### src/rtl/rgmii_rx_deframer.sv
// RGMII receive deframer.
// Takes RGMII samples that are already split into rising and falling halves on
// the system clock. Strips the preamble and SFD, assembles bytes from gigabit
// or 10/100 nibble samples, and emits a byte stream with end-of-frame and
// error flags. One byte is held back so that tlast can go out with the final
// byte of the frame.
// Only DATA_WIDTH = 4 is meaningful; it sets the width of the RXD halves.
module rgmii_rx_deframer #(
    parameter int DATA_WIDTH = 4
) (
    input  logic                  clk,
    input  logic                  rst,
    input  logic [DATA_WIDTH-1:0] rgmii_rxd_rise,
    input  logic [DATA_WIDTH-1:0] rgmii_rxd_fall,
    input  logic                  rgmii_rx_ctl_rise,
    input  logic                  rgmii_rx_ctl_fall,
    input  logic                  rgmii_clk_en,
    input  logic                  rgmii_mii_sel,
    output logic [7:0]            m_axis_tdata,
    output logic                  m_axis_tvalid,
    output logic                  m_axis_tlast,
    output logic                  m_axis_tuser,
    output logic                  stat_start_packet,
    output logic                  stat_error_bad_frame,
    output logic                  stat_error_preamble
);

    typedef enum logic [1:0] {
        ST_IDLE     = 2'd0,
        ST_PREAMBLE = 2'd1,
        ST_PAYLOAD  = 2'd2,
        ST_DROP     = 2'd3
    } state_t;

    // Registered state
    state_t     state_r;
    logic       dv_prev_r;
    logic [7:0] hold_r;
    logic       hold_full_r;
    logic       phase_r;
    logic [3:0] nib0_r;
    logic       frame_err_r;
    logic       mii_mode_r;
    logic       pre_seen_r;
    logic [7:0] tdata_r;
    logic       tvalid_r;
    logic       tlast_r;
    logic       tuser_r;
    logic       start_r;
    logic       bad_frame_r;
    logic       pre_err_r;

    // Next-state values
    state_t     state_nxt_s;
    logic       dv_prev_nxt_s;
    logic [7:0] hold_nxt_s;
    logic       hold_full_nxt_s;
    logic       phase_nxt_s;
    logic [3:0] nib0_nxt_s;
    logic       frame_err_nxt_s;
    logic       mii_mode_nxt_s;
    logic       pre_seen_nxt_s;
    logic [7:0] tdata_nxt_s;
    logic       tvalid_nxt_s;
    logic       tlast_nxt_s;
    logic       tuser_nxt_s;
    logic       start_nxt_s;
    logic       bad_frame_nxt_s;
    logic       pre_err_nxt_s;

    // Decoded sample
    logic       dv_s;
    logic       er_s;
    logic [7:0] gbyte_s;
    logic [3:0] nib_s;
    logic       byte_done_s;
    logic [7:0] byte_s;
    logic       end_user_s;

    // Decode one RGMII sample: DV, error and the gigabit byte / MII nibble.
    always_comb begin
        dv_s    = rgmii_rx_ctl_rise;
        er_s    = rgmii_rx_ctl_rise ^ rgmii_rx_ctl_fall;
        gbyte_s = {rgmii_rxd_fall, rgmii_rxd_rise};
        nib_s   = rgmii_rxd_rise;
    end

    // Next-state and output decode; nothing advances on samples without clk_en.
    always_comb begin
        state_nxt_s     = state_r;
        dv_prev_nxt_s   = dv_prev_r;
        hold_nxt_s      = hold_r;
        hold_full_nxt_s = hold_full_r;
        phase_nxt_s     = phase_r;
        nib0_nxt_s      = nib0_r;
        frame_err_nxt_s = frame_err_r;
        mii_mode_nxt_s  = mii_mode_r;
        pre_seen_nxt_s  = pre_seen_r;
        tdata_nxt_s     = tdata_r;
        tvalid_nxt_s    = 1'b0;
        tlast_nxt_s     = 1'b0;
        tuser_nxt_s     = 1'b0;
        start_nxt_s     = 1'b0;
        bad_frame_nxt_s = 1'b0;
        pre_err_nxt_s   = 1'b0;
        byte_done_s     = 1'b0;
        byte_s          = 8'h00;
        end_user_s      = 1'b0;

        if (rgmii_clk_en) begin
            dv_prev_nxt_s = dv_s;
            case (state_r)
                ST_IDLE: begin
                    // Only a fresh DV rising edge opens a frame, so a frame
                    // already in flight at reset is skipped entirely.
                    if (dv_s && !dv_prev_r) begin
                        state_nxt_s    = ST_PREAMBLE;
                        pre_seen_nxt_s = 1'b0;
                    end else begin
                        state_nxt_s = ST_IDLE;
                    end
                end
                ST_PREAMBLE: begin
                    if (!dv_s) begin
                        state_nxt_s   = ST_IDLE;
                        pre_err_nxt_s = 1'b1;
                    end else if (er_s) begin
                        state_nxt_s   = ST_DROP;
                        pre_err_nxt_s = 1'b1;
                    end else if (rgmii_mii_sel) begin
                        if (nib_s == 4'h5) begin
                            pre_seen_nxt_s = 1'b1;
                        end else if ((nib_s == 4'hD) && pre_seen_r) begin
                            state_nxt_s     = ST_PAYLOAD;
                            start_nxt_s     = 1'b1;
                            mii_mode_nxt_s  = 1'b1;
                            phase_nxt_s     = 1'b0;
                            frame_err_nxt_s = 1'b0;
                            hold_full_nxt_s = 1'b0;
                        end else begin
                            state_nxt_s   = ST_DROP;
                            pre_err_nxt_s = 1'b1;
                        end
                    end else begin
                        if (gbyte_s == 8'h55) begin
                            pre_seen_nxt_s = 1'b1;
                        end else if ((gbyte_s == 8'hD5) && pre_seen_r) begin
                            state_nxt_s     = ST_PAYLOAD;
                            start_nxt_s     = 1'b1;
                            mii_mode_nxt_s  = 1'b0;
                            phase_nxt_s     = 1'b0;
                            frame_err_nxt_s = 1'b0;
                            hold_full_nxt_s = 1'b0;
                        end else begin
                            state_nxt_s   = ST_DROP;
                            pre_err_nxt_s = 1'b1;
                        end
                    end
                end
                ST_PAYLOAD: begin
                    if (!dv_s) begin
                        // Frame end: flush the held byte with tlast; a dangling
                        // nibble marks the frame bad and is dropped.
                        end_user_s = frame_err_r | (mii_mode_r & phase_r);
                        if (hold_full_r) begin
                            tdata_nxt_s     = hold_r;
                            tvalid_nxt_s    = 1'b1;
                            tlast_nxt_s     = 1'b1;
                            tuser_nxt_s     = end_user_s;
                            bad_frame_nxt_s = end_user_s;
                        end else begin
                            bad_frame_nxt_s = 1'b1;
                        end
                        state_nxt_s     = ST_IDLE;
                        frame_err_nxt_s = 1'b0;
                        hold_full_nxt_s = 1'b0;
                        phase_nxt_s     = 1'b0;
                    end else begin
                        frame_err_nxt_s = frame_err_r | er_s;
                        if (mii_mode_r) begin
                            if (!phase_r) begin
                                nib0_nxt_s  = nib_s;
                                phase_nxt_s = 1'b1;
                            end else begin
                                byte_done_s = 1'b1;
                                byte_s      = {nib_s, nib0_r};
                                phase_nxt_s = 1'b0;
                            end
                        end else begin
                            byte_done_s = 1'b1;
                            byte_s      = gbyte_s;
                        end
                        // A new byte pushes the previously held one out.
                        if (byte_done_s) begin
                            if (hold_full_r) begin
                                tdata_nxt_s  = hold_r;
                                tvalid_nxt_s = 1'b1;
                            end else begin
                                tvalid_nxt_s = 1'b0;
                            end
                            hold_nxt_s      = byte_s;
                            hold_full_nxt_s = 1'b1;
                        end else begin
                            hold_full_nxt_s = hold_full_r;
                        end
                    end
                end
                ST_DROP: begin
                    if (!dv_s) begin
                        state_nxt_s = ST_IDLE;
                    end else begin
                        state_nxt_s = ST_DROP;
                    end
                end
                default: begin
                    state_nxt_s = ST_IDLE;
                end
            endcase
        end else begin
            dv_prev_nxt_s = dv_prev_r;
        end
    end

    // State and output registers with synchronous reset.
    always_ff @(posedge clk) begin
        if (rst) begin
            state_r     <= ST_IDLE;
            dv_prev_r   <= 1'b1;
            hold_r      <= 8'h00;
            hold_full_r <= 1'b0;
            phase_r     <= 1'b0;
            nib0_r      <= 4'h0;
            frame_err_r <= 1'b0;
            mii_mode_r  <= 1'b0;
            pre_seen_r  <= 1'b0;
            tdata_r     <= 8'h00;
            tvalid_r    <= 1'b0;
            tlast_r     <= 1'b0;
            tuser_r     <= 1'b0;
            start_r     <= 1'b0;
            bad_frame_r <= 1'b0;
            pre_err_r   <= 1'b0;
        end else begin
            state_r     <= state_nxt_s;
            dv_prev_r   <= dv_prev_nxt_s;
            hold_r      <= hold_nxt_s;
            hold_full_r <= hold_full_nxt_s;
            phase_r     <= phase_nxt_s;
            nib0_r      <= nib0_nxt_s;
            frame_err_r <= frame_err_nxt_s;
            mii_mode_r  <= mii_mode_nxt_s;
            pre_seen_r  <= pre_seen_nxt_s;
            tdata_r     <= tdata_nxt_s;
            tvalid_r    <= tvalid_nxt_s;
            tlast_r     <= tlast_nxt_s;
            tuser_r     <= tuser_nxt_s;
            start_r     <= start_nxt_s;
            bad_frame_r <= bad_frame_nxt_s;
            pre_err_r   <= pre_err_nxt_s;
        end
    end

    assign m_axis_tdata         = tdata_r;
    assign m_axis_tvalid        = tvalid_r;
    assign m_axis_tlast         = tlast_r;
    assign m_axis_tuser         = tuser_r;
    assign stat_start_packet    = start_r;
    assign stat_error_bad_frame = bad_frame_r;
    assign stat_error_preamble  = pre_err_r;

endmodule

### config.mk
export PLATFORM = sky130hd
export DESIGN_NAME = rgmii_rx_deframer
export DESIGN_NICKNAME = d
export VERILOG_FILES = /design/src/rtl/rgmii_rx_deframer.sv
export SDC_FILE = /design/constraint.sdc
export NUM_CORES = 1
export LEC_CHECK = 0
export ABC_CLOCK_PERIOD_IN_PS = 2130
export CAP_MARGIN = 20
export CORE_ASPECT_RATIO = 1.5
export CORE_UTILIZATION = 32
export DETAILED_ROUTE_END_ITERATION = 6
export HOLD_SLACK_MARGIN = 0.12
export PLACE_DENSITY = 0.57
export SETUP_SLACK_MARGIN = 0.15
export SLEW_MARGIN = 20
export SYNTH_ARGS = -nofsm -noshare
export SYNTH_HDL_FRONTEND = slang
export SYNTH_SLANG_ARGS = --single-unit
### constraint.sdc
create_clock -name clk -period 2.13 [get_ports clk]
set_input_delay 0.3195 -clock clk [delete_from_list [all_inputs] [get_ports clk]]
set_output_delay 0.3195 -clock clk [all_outputs]
set_load 0.02 [all_outputs]
==> impl_metrics.py <==
metrics = {
    "status": {
        "outcome": "completed",
    },
    "clock_tree": {
        "cts_tree": "done",
        "cts_buffer_depth": 2,
        "htreeDepth": 2,
        "clk_pin_slew_worst_paths_ns": 0.07,
        "clk_latency_ns": 0.28,
        "cts_root_buf": "clkbuf_8",
        "numCtsBuffers": 5,
        "post_cts_resized": 0,
        "hold_buffers": 0,
        "clock-sinks": 34,
        "cts_setup_buffers": 0,
    },
    "yosys": {
        "avgSynthCellArea_um2": 9.40,
        "synth_area_um2": 1570,
        "syn_nets": 181,
        "yosys_warnings": 0,
        "yosysUniqueCellTypes": 42,
        "ys_seq_area_frac": 0.434,
        "ys_seq_elements": 34,
        "netlist_instances": 167,
    },
    "sta": {
        "setup_violations": 0,
        "fin_crit_sh": 0.840,
        "tns_ns": 0,
        "slew_headroom": 0.668,
        "min_period_ns": 1.79,
        "worstMarginPinSlew_ns": 0.497,
        "rsz0062_at_grt": "no",
        "clock.fmax_ghz": 0.559,
        "drv_slew": 0,
        "hold_viol_final": 0,
        "whs_ns": 0.478,
        "fin_skew_ns": 0.00902,
    },
    "placed_design": {
        "gp_congestion": 0.804,
        "dp_hpwl_um": 2760,
        "portBuffers": 27,
        "place_area_um2": 2010,
    },
    "final_layout": {
        "drive_above_1_share": 0.168,
        "nets": 221,
        "mostFrequentLayoutCells": "dfxtp_1 (34), clkdlybuf4s50_1 (27), nor2_1 (25), buf_4 (16), mux2i_1 (15)",
        "areaGrowthSynthToFinish_pct": 35.1,
        "n_antenna_cell": 0,
        "fin_area_um2": 2120,
        "final_common_cell": "dfxtp_1",
    },
    "setup_path": {
        "end_kind": "flop",
        "critPathRequiredTime_ns": 2.35,
        "worstPathArrival_ns": 2.01,
        "worstPathMaxFanout": 5,
        "startpoint_type": "input pin",
        "critical_path_class": "input pin to flop",
    },
    "job": {
        "maxCapViolCount": 0,
    },
    "route": {
        "drtPass1Iterations": 4,
        "drt-initial-drc-count": 30,
        "finalWirelength_um": 3700,
        "drc": 0,
        "ant_nets": 0,
        "avgViaCountPerCell": 5.07,
        "wl_per_cell_um": 13.6,
        "vias": 1379,
    },
    "global_route": {
        "gr-total-overflow": 0,
        "grt_pass1_vias": 1342,
        "grt_first_pass_wirelength_um": 6270,
        "grt_max_degree": 36,
        "antenna_found_initial": 0,
        "globalRouteTotalUtil": 0.162,
    },
    "power": {
        "p_total_mw": 1.30,
        "powerDensity_nw_per_um2": 612,
        "ir_drop_mv": 0.375,
        "total_leakage_power_nw": 0.707,
    },
    "floorplanning": {
        "die_area_um2": 5190,
        "io-pin-count": 28,
        "die_h_um": 87.8,
        "num_rows": 30,
        "fp.coreArea_um2": 4620,
        "initial_core_util": 0.340,
        "dieWidth_um": 59.2,
    },
    "worst_hold_path": {
        "min_path_type": "flop to flop",
    },
}
-- logic make-up after synthesis --
kind of cell              count (synthesis)  synth area share
xor gates and xnor gates                  1           0.00558
and+or+nand+nor                          74             0.289
muxes                                    15            0.0957
AOI/OAI and AO/OA                        26             0.130
buffers and inverters                    17            0.0462
DFF                                      34             0.434
-- synthesized netlist by cell type, drive strengths merged --
library cell,n,area [um2]
dfxtp,34,681
nor2,25,93.8
mux2i,15,150
nand3,10,50.1
clkbuf,8,30.0
nand2b,8,52.6
a311oi,6,52.6
inv,6,22.5
nor2b,6,37.5
a21oi,4,20.0
o21ai,4,20.0
a31oi,3,18.8
buf,3,20.0
nand2,3,11.3
nand4,3,33.8
nor3,3,26.3
nor4,3,18.8
and2,2,13.8
and4bb,2,25.0
nand3b,2,15.0
a2111oi,1,27.5
a211oi,1,7.51
a21boi,1,7.51
a41oi,1,8.76
and4b,1,10.0
nor3b,1,7.51
nor4b,1,23.8
nor4bb,1,10.0
o211ai,1,7.51
o221a,1,11.3
o22ai,1,6.26
o2bb2ai,1,8.76
o31ai,1,7.51
or2b,1,7.51
or3,1,6.26
or4b,1,10.0
xnor2,1,8.76
-- sequential cells by signal, indices dropped and copies added, names as in the netlist, 2 cells and up --
register and flops:
state_r 2, nib0_r 4, m_axis_tdata 8, hold_r 8
-- per-layer routing --
layer | wire length, um | track usage | share of wire
met1 | 1520 | 0.180 | 0.41
met2 | 1960 | 0.287 | 0.53
met3 | 143 | 0.0340 | 0.039
met4 | 71 | 0.0779 | 0.019
met5 | 0 | 0 | 0
-- cell type report --
class	instances	area, um2
Multi-Input combinational cell	116	816
Sequential cell	34	681
Clock buffer	8	110
Tap cell	64	80.1
Fill cell	454	2500
Timing Repair Buffer	44	410
Inverter	6	22.5
-- where the power goes --
| group | switching, mW | internal (mW) | leakage, nW |
|---|---|---|---|
| Clock | 0.224 | 0.326 | 0.0575 |
| Sequential | 0.00291 | 0.639 | 0.274 |
| Combinational | 0.0513 | 0.0532 | 0.376 |
-- through the flow --
step                 util  std cells  worst slack, ns
CTS                 0.459        272            0.361
global placement    0.435        264           0.0628
global route        0.459        272            0.245
detailed placement  0.435        264           0.0662
finish              0.459        272            0.341
floorplan               -        167            0.629
-- path summary, 6_finish.rpt --
path | from | endpoint | slack, ns | cells past startpoint
setup / recovery | rgmii_rxd_rise[0] | mii_mode_r | 0.34 | 5
hold / removal | dv_prev_r | dv_prev_r | 0.48 | 2
setup reg to reg | phase_r | m_axis_tdata[1] | 0.38 | 5
hold reg to reg | dv_prev_r | dv_prev_r | 0.48 | 2
-- worst max-delay path: stages --
cell and delay, ns:
clkdlybuf4s50_1 0.55, and4bb_2 0.30, nand4_4 0.12, a2111oi_4 0.49
mux2i_1 0.22
No activity file was read; power rests on OpenSTA's default activity.
